## src/rtl/input_pattern.sv

```systemverilog
// Player-input checker for the LED memory game: synchronizes and debounces the
// push buttons, then scores each press against the pattern latched at start.
module input_pattern #(
  parameter int DEBOUNCE_CYCLES = 200,
  parameter int TIMEOUT_CYCLES  = 50000
) (
  input  logic       clk_1,
  input  logic       rst,
  input  logic       enable,
  input  logic [2:0] level,
  input  logic [2:0] pattern_1,
  input  logic [2:0] pattern_2,
  input  logic [2:0] pattern_3,
  input  logic [2:0] pattern_4,
  input  logic [2:0] pattern_5,
  input  logic [2:0] pattern_6,
  input  logic [2:0] pattern_7,
  input  logic [2:0] pattern_8,
  input  logic [2:0] pattern_9,
  input  logic [2:0] pattern_10,
  input  logic [2:0] pattern_11,
  input  logic [2:0] pattern_12,
  input  logic [2:0] pattern_13,
  input  logic [2:0] pattern_14,
  input  logic [2:0] pattern_15,
  input  logic [2:0] pattern_16,
  input  logic       button_1,
  input  logic       button_2,
  input  logic       button_3,
  input  logic       button_4,
  input  logic       button_5,
  input  logic       button_6,
  input  logic       button_7,
  input  logic       button_8,
  output logic       led_1,
  output logic       led_2,
  output logic       led_3,
  output logic       led_4,
  output logic       led_5,
  output logic       led_6,
  output logic       led_7,
  output logic       led_8,
  output logic [4:0] step_count,
  output logic       success,
  output logic       fail,
  output logic       input_pattern_end
);

  localparam int DW = (DEBOUNCE_CYCLES > 1) ? $clog2(DEBOUNCE_CYCLES) : 1;
  localparam int TW = (TIMEOUT_CYCLES > 1) ? $clog2(TIMEOUT_CYCLES) : 1;

  typedef enum logic [1:0] {S_IDLE, S_WAIT_PRESS, S_WAIT_RELEASE, S_DONE} state_t;

  logic [7:0]    btn_raw;
  logic [7:0]    sync1_q, sync2_q, deb_q, deb_prev_q;
  logic [DW-1:0] deb_cnt_q;

  state_t        state_q, state_d;
  logic [7:0]    led_q, led_d;
  logic [4:0]    step_q, step_d;
  logic          success_q, success_d;
  logic          fail_q, fail_d;
  logic          end_q, end_d;
  logic [TW-1:0] timer_q, timer_d;

  logic [2:0]    level_q;
  logic [2:0]    pat_q [16];
  logic [4:0]    seq_len;
  logic [7:0]    expected_onehot;
  logic          press_evt;
  logic          start;

  assign btn_raw = {button_8, button_7, button_6, button_5,
                    button_4, button_3, button_2, button_1};

  // Counter reloads on the same edge the synced vector changes, so an accepted
  // value has been stable for DEBOUNCE_CYCLES edges after the change.
  always_ff @(posedge clk_1) begin
    if (rst) begin
      sync1_q    <= '0;
      sync2_q    <= '0;
      deb_q      <= '0;
      deb_prev_q <= '0;
      deb_cnt_q  <= '0;
    end else begin
      sync1_q    <= btn_raw;
      sync2_q    <= sync1_q;
      deb_prev_q <= deb_q;
      if (sync1_q != sync2_q) begin
        deb_cnt_q <= '0;
      end else if (deb_cnt_q == DW'(DEBOUNCE_CYCLES - 1)) begin
        deb_q <= sync2_q;
      end else begin
        deb_cnt_q <= deb_cnt_q + DW'(1);
      end
    end
  end

  assign start = (state_q == S_IDLE) && enable;

  always_ff @(posedge clk_1) begin
    if (start) begin
      level_q    <= level;
      pat_q[0]   <= pattern_1;
      pat_q[1]   <= pattern_2;
      pat_q[2]   <= pattern_3;
      pat_q[3]   <= pattern_4;
      pat_q[4]   <= pattern_5;
      pat_q[5]   <= pattern_6;
      pat_q[6]   <= pattern_7;
      pat_q[7]   <= pattern_8;
      pat_q[8]   <= pattern_9;
      pat_q[9]   <= pattern_10;
      pat_q[10]  <= pattern_11;
      pat_q[11]  <= pattern_12;
      pat_q[12]  <= pattern_13;
      pat_q[13]  <= pattern_14;
      pat_q[14]  <= pattern_15;
      pat_q[15]  <= pattern_16;
    end
  end

  // Levels 6 and 7 both cap at the 16-entry pattern store.
  assign seq_len         = (level_q >= 3'd6) ? 5'd16 : 5'd4 + {1'b0, level_q, 1'b0};
  assign expected_onehot = 8'd1 << pat_q[step_q[3:0]];
  assign press_evt       = (deb_q != 8'd0) && (deb_prev_q == 8'd0);

  always_comb begin
    state_d   = state_q;
    led_d     = led_q;
    step_d    = step_q;
    success_d = success_q;
    fail_d    = fail_q;
    end_d     = 1'b0;
    timer_d   = timer_q;
    if (state_q != S_IDLE && !enable) begin
      state_d   = S_IDLE;
      led_d     = '0;
      step_d    = '0;
      success_d = 1'b0;
      fail_d    = 1'b0;
      timer_d   = '0;
    end else begin
      case (state_q)
        S_IDLE: begin
          if (enable) begin
            state_d = S_WAIT_PRESS;
            step_d  = '0;
            timer_d = '0;
          end
        end
        S_WAIT_PRESS: begin
          // A one-hot match also rejects multi-button presses.
          if (press_evt) begin
            if (deb_q == expected_onehot) begin
              led_d   = deb_q;
              step_d  = step_q + 5'd1;
              state_d = S_WAIT_RELEASE;
            end else begin
              fail_d  = 1'b1;
              end_d   = 1'b1;
              state_d = S_DONE;
            end
          end else if (timer_q == TW'(TIMEOUT_CYCLES - 1)) begin
            fail_d  = 1'b1;
            end_d   = 1'b1;
            state_d = S_DONE;
          end else begin
            timer_d = timer_q + TW'(1);
          end
        end
        S_WAIT_RELEASE: begin
          if (deb_q == 8'd0) begin
            led_d = '0;
            if (step_q == seq_len) begin
              success_d = 1'b1;
              end_d     = 1'b1;
              state_d   = S_DONE;
            end else begin
              timer_d = '0;
              state_d = S_WAIT_PRESS;
            end
          end
        end
        S_DONE: begin
          led_d = '0;
        end
        default: state_d = S_IDLE;
      endcase
    end
  end

  always_ff @(posedge clk_1) begin
    if (rst) begin
      state_q   <= S_IDLE;
      led_q     <= '0;
      step_q    <= '0;
      success_q <= 1'b0;
      fail_q    <= 1'b0;
      end_q     <= 1'b0;
      timer_q   <= '0;
    end else begin
      state_q   <= state_d;
      led_q     <= led_d;
      step_q    <= step_d;
      success_q <= success_d;
      fail_q    <= fail_d;
      end_q     <= end_d;
      timer_q   <= timer_d;
    end
  end

  assign {led_8, led_7, led_6, led_5, led_4, led_3, led_2, led_1} = led_q;
  assign step_count        = step_q;
  assign success           = success_q;
  assign fail              = fail_q;
  assign input_pattern_end = end_q;

endmodule

```

## config.mk

```make
export PLATFORM = sky130hd
export DESIGN_NAME = input_pattern
export DESIGN_NICKNAME = d
export VERILOG_FILES = /design/src/rtl/input_pattern.sv
export SDC_FILE = /design/constraint.sdc
export NUM_CORES = 1
export LEC_CHECK = 0
export ABC_AREA = 1
export CORE_ASPECT_RATIO = 0.6
export CORE_UTILIZATION = 35
export CTS_BUF_LIST = sky130_fd_sc_hd__clkbuf_2 sky130_fd_sc_hd__clkbuf_4 sky130_fd_sc_hd__clkbuf_8
export CTS_CLUSTER_DIAMETER = 40
export DETAILED_ROUTE_END_ITERATION = 8
export GPL_TIMING_DRIVEN = 1
export PLACE_DENSITY = 0.65
export SETUP_SLACK_MARGIN = 0.3
export SLEW_MARGIN = 15
export SYNTH_ARGS = -nofsm -noshare
export SYNTH_HDL_FRONTEND = slang
export SYNTH_SLANG_ARGS = --single-unit
export TNS_END_PERCENT = 100
```

## constraint.sdc

```tcl
create_clock -name clk_1 -period 2.6 [get_ports clk_1]
set_input_delay 0.52 -clock clk_1 [delete_from_list [all_inputs] [get_ports clk_1]]
set_output_delay 0.52 -clock clk_1 [all_outputs]
set_load 0.02 [all_outputs]
```

**After elaboration in Yosys (flattened, before gate mapping)**

Memories as Yosys holds them, arrays and structs flattened. A register that Yosys moved wholly into a read port is not among the register bits.
Cells that the tools add are included.

- Register bits after elaboration: 77
- Bits in writable memories: 48
- Input bits: 62
- Output and inout port bits: 16
- Logic and storage cells: 95
- Memories kept: 1

Memory list:

| memory | words | width | rd ports | clocked after memory_dff | write ports | RTL line | RTL |
|---|---|---|---|---|---|---|---|
| pat_q | 16 | 3 | 1 | 1 | 16 | 67 | `logic [2:0] pat_q [16];` |

- Add/subtract/negate cells: 4
- $lt $le $gt $ge: 1
- Eq/ne operators: 17
- Shift-type cells: 1
- Mux-type cells: 35
- Bitwise gates (word level): 1
- Reductions and logical operators: 22

Operators with widths:

| cell | count |
|---|---|
| 16-bit two-way mux | 5 |
| 16-bit case mux with 3 select lines | 1 |
| 8-bit two-way mux | 3 |
| 8-bit case mux with 3 select lines | 1 |
| 5-bit two-way mux | 4 |
| 16-bit by 1-bit adder with 16-bit output (second input constant) | 1 |
| 16-bit equality test (second input constant) | 1 |
| 8-bit logical NOT | 2 |
| 2-bit inequality test (second input constant) | 8 |
| 4-bit AND reduction | 3 |
| 1-bit two-way mux | 11 |
| 2-bit two-way mux | 5 |
| 5-bit case mux with 2 select lines | 1 |
| 8-bit by 1-bit adder with 8-bit output (second input constant) | 1 |
| 8-bit equality test | 1 |
| 8-bit equality test (second input constant) | 1 |
| 4-bit two-way mux | 2 |
| 8-bit inequality test | 1 |
| 8-bit nonzero test | 1 |
| 1-bit by 3-bit << shifter with 8-bit output (first input constant) | 1 |
| 2-bit case mux with 3 select lines | 1 |
| 3-bit AND reduction | 2 |
| 6-bit AND reduction | 1 |
| 2-bit nonzero test | 3 |
| other kinds (15) | 20 |

**Logic depth before layout (Yosys ltp)**

- Depth in word-level cells: 7
- Gate-level depth with buffers: 23
- Mapped depth without buffers: 20

**Worst setup path before layout**

OpenSTA, ideal clock, no wires.

- Kind: reg2reg
- From: register state_q[0]
- To: register level_q[0] (enable)
- Library setup time: 0.405 ns
- Arrival time: 1.637 ns
- Required time: 2.195 ns
- Setup slack: 0.558 ns
- Cell stages (with the launch flop): 5
- Buffers on the path: 0
- Period minus slack after synthesis: 2.042 ns
- Path through: dfxtp_1 inv_1 ha_1 nand2_1 inv_1

- Cells in the longest elaborated chain, start to end: 2

Ends and longest elaborated chain:

| what | RTL line | RTL |
|---|---|---|
| start, declared | 58 | `state_t state_q, state_d;` |
| start signal, assigned | 203 | `state_q <= state_d;` |
| 2-bit logical NOT | 99 | `assign start = (state_q == S_IDLE) && enable;` |
| 1-bit logical AND | 99 |  |
| net start | 71 | `logic start;` |
| end signal, assigned | 103 | `level_q <= level;` |
| end, declared | 66 | `logic [2:0] level_q;` |

The timed path passes the listed nets, and every way through them passes these cells.
A chain may end at the register's enable or synchronous reset.

==> results.txt <==
status: finished clean
# diodes: 0
Leak: 3.306 nW
Achievable Freq: 399.7 MHz
total track usage: 0.1767
final worst setup slack: 98.01 ps
Worst Hold End: sync2_q[5]
DIE WIDTH: 169.1 um
FFs w/ async S/R, synth: 0
average cell area after synthesis: 8.192 um2
fin area: 8070 um2
cts bufs inserted: 17
worst skew pair latency: 440 ps
worst hold stages: 2
Arrival @ worst endpoint: 2830 ps
first-pass GRT wire length: 23380 um
Rel. slew slack: 0.6459
Worst Setup Path Type: flop to flop
Synth Cell Area: 5866 um2
HPWL after detailed placement: 9871 um
drc violations: 0
Synth Warn #: 0
Reg clk slew, reported paths: 80 ps
CP Cell Sequence: buf_12, clkinv_16, nand2_1, nand2_1, nand2_2, nand3_2, nand3_4, nand2_8, nor2_4, nand3_2, nand2_1, nand3_1, nor2_1, nand3_2, nand2_4, buf_6, buf_16, nand3_1, nand2_1, nor2_1
DR vias/cell: 4.670
share of layout cells above drive strength 1: 0.1811
DRT Pass-1 Iters: 4
PD cells: 935.4 nW/um2
max cap viols: 0
CP max stage delay: 430 ps
R2R depth: 20
cell accounting for the most synthesized area: dfxtp_1
crit-path most repeated cell: nand2_1
Clock Sinks: 129
pre-CTS WS: 143.2 ps
Root Buffer: clkbuf_8
Final #Nets: 902
Setup Skew: 15.43 ps
Synth cell types: 34
Hold Crit Class: flop to flop
Core Area: 16310 um2
Tcrit/Tclk final: 0.9623
RSZ-0062 raised after global routing: true
Post-synth EDFFs: 51
CP required: 2930 ps
final RePlAce weighted congestion: 0.8979
RR Endpoint: led_q[1]
sequential cell area fraction in the yosys report: 0.5273
vias post-DR: 5011
commonest cells after routing, fill and taps aside: nand2_1, inv_1, dfxtp_1, clkdlybuf4s50_1, nor2_1
synthesized flop and latch total: 129
Port Buf Inserts: 77
row count: 36
Clock Tree Buf Depth: 2
Slew Limit Fails: 0
R2R setup slack: 100 ps
Hold Buf Count CTS: 0
Syn Nets: 786
placed cell areas: 6925 um2
Routed WL per cell: 14.13 um
final setup vio count: 0
Worst Tran Pin Value: 527.1 ps
Synth area leaders: dfxtp_1, edfxtp_1, nand2_1, inv_1, nand3_1
share of the synthesized area in the top cell type: 0.2662
I/O pin count: 78
Die H: 102.3 um
antenna violations before repair: 0
fin crit period: 2502 ps
Post-synth top flop: dfxtp_1
most common cell after layout, fill and taps aside: nand2_1
Design Power: 7.549 mW
largest net degree at the start of global routing: 34
maximum vdd drop: 412.1 uV
Starting Density: 0.3597
# H-tree levels: 4
vias in the first global route: 4534
startpoint types: flop
Syn Inst Count: 716
HP Start: sync1_q[5]
CTS tree: yes
drt initial violations: 389
grt ovf: 0
Die Area: 17300 um2
DRT antenna net count: 0
final hold vios: 0
Area Overhead vs Synth: 37.59%
DRT Wirelength: 15160 um
Crit-path slowest cell: dfxtp_4
Fin Hold WS: 436.5 ps
endpoint type of the worst setup path: flop
final design utilization: 0.4949
crit path max fanout: 6
[synth_stat cells, types with 10 or more instances]
master / count
nor2_1: 77
nand4_1: 14
dfxtp_1: 78
nand2_1: 160
nand3_1: 73
o21ai_0: 11
a21oi_1: 37
clkbuf_1: 10
a211oi_1: 10
edfxtp_1: 51
nor3_1: 14
inv_1: 111
[stage by stage]
| step | setup TNS, ps | cells |
|---|---|---|
| 4_1_cts | 0 | 1063 |
| 3_5_place_dp | 0 | 1016 |
| 6_report | 0 | 1073 |
| 2_1_floorplan | 0 | 716 |
| 3_3_place_gp | 0 | 1016 |
| 5_1_grt | -261.2 | 1073 |
[power breakdown]
part | switching, mW | internal [mW]
logic | 1.85 | 1.40
registers | 0.192 | 2.39
clock network | 0.844 | 0.871
[sequential cells by signal, indices dropped and copies added, names as in the netlist, named ones only]
name / flops
deb_cnt_q: 8
deb_prev_q: 8
deb_q: 8
fail: 1
input_pattern_end: 1
led_q: 8
level_q: 3
pat_q: 48
state_q: 2
step_count: 5
success: 1
sync1_q: 8
sync2_q: 8
timer_q: 16
[worst max-delay path, delay by kind of cell (launching register included)]
kind	cells	cell delay [ps]
simple gates	16	1430
buf+inv	4	530
flops	1	430
[what timing repair did]
action / 4_1_cts / 5_1_grt
setup buffers: 7 / 7
gates cloned: 8 / 3
endpoints found under the setup margin: 29 / 36
pin swaps: 17 / 21
gates resized for setup: 45 / 57
[logic make-up after synthesis]
family,Yosys count,share of synthesized area
compound gates,61,0.05781
flops,129,0.5273
buf+inv,137,0.09855
xor+xnor,17,0.02539
simple gates,364,0.2739
fa+ha+maj,8,0.01707
[layer usage]
layer  routed length [um]  global-route usage
met1                 8134              0.2754
met2                 5784              0.2339
met3                 1083             0.04764
met4                  157             0.04435
met5                    0                   0
[cell type report]
type                    count  area [um2]
clock buffers              18       239.0
clock inverters            14       152.6
fillers                  1535        8235
inverters                 117       474.2
multi-input cells         452        2524
flip-flops and latches    129        3097
well taps                 228       285.3
repair buffers            113        1276
repair inverters            2       22.52
[worst max-delay path by stage]
stage	end	slack, ps	cells after the start
2_1_floorplan	level_q[0]	560	4
3_3_place_gp	timer_q[7]	170	8
3_5_place_dp	flop	140	21
4_1_cts	flop	240	18
5_1_grt	led_q[3]	-50	22
6_report	led_q[1]	100	20
Note: power is estimated with default switching activity, not from simulation.
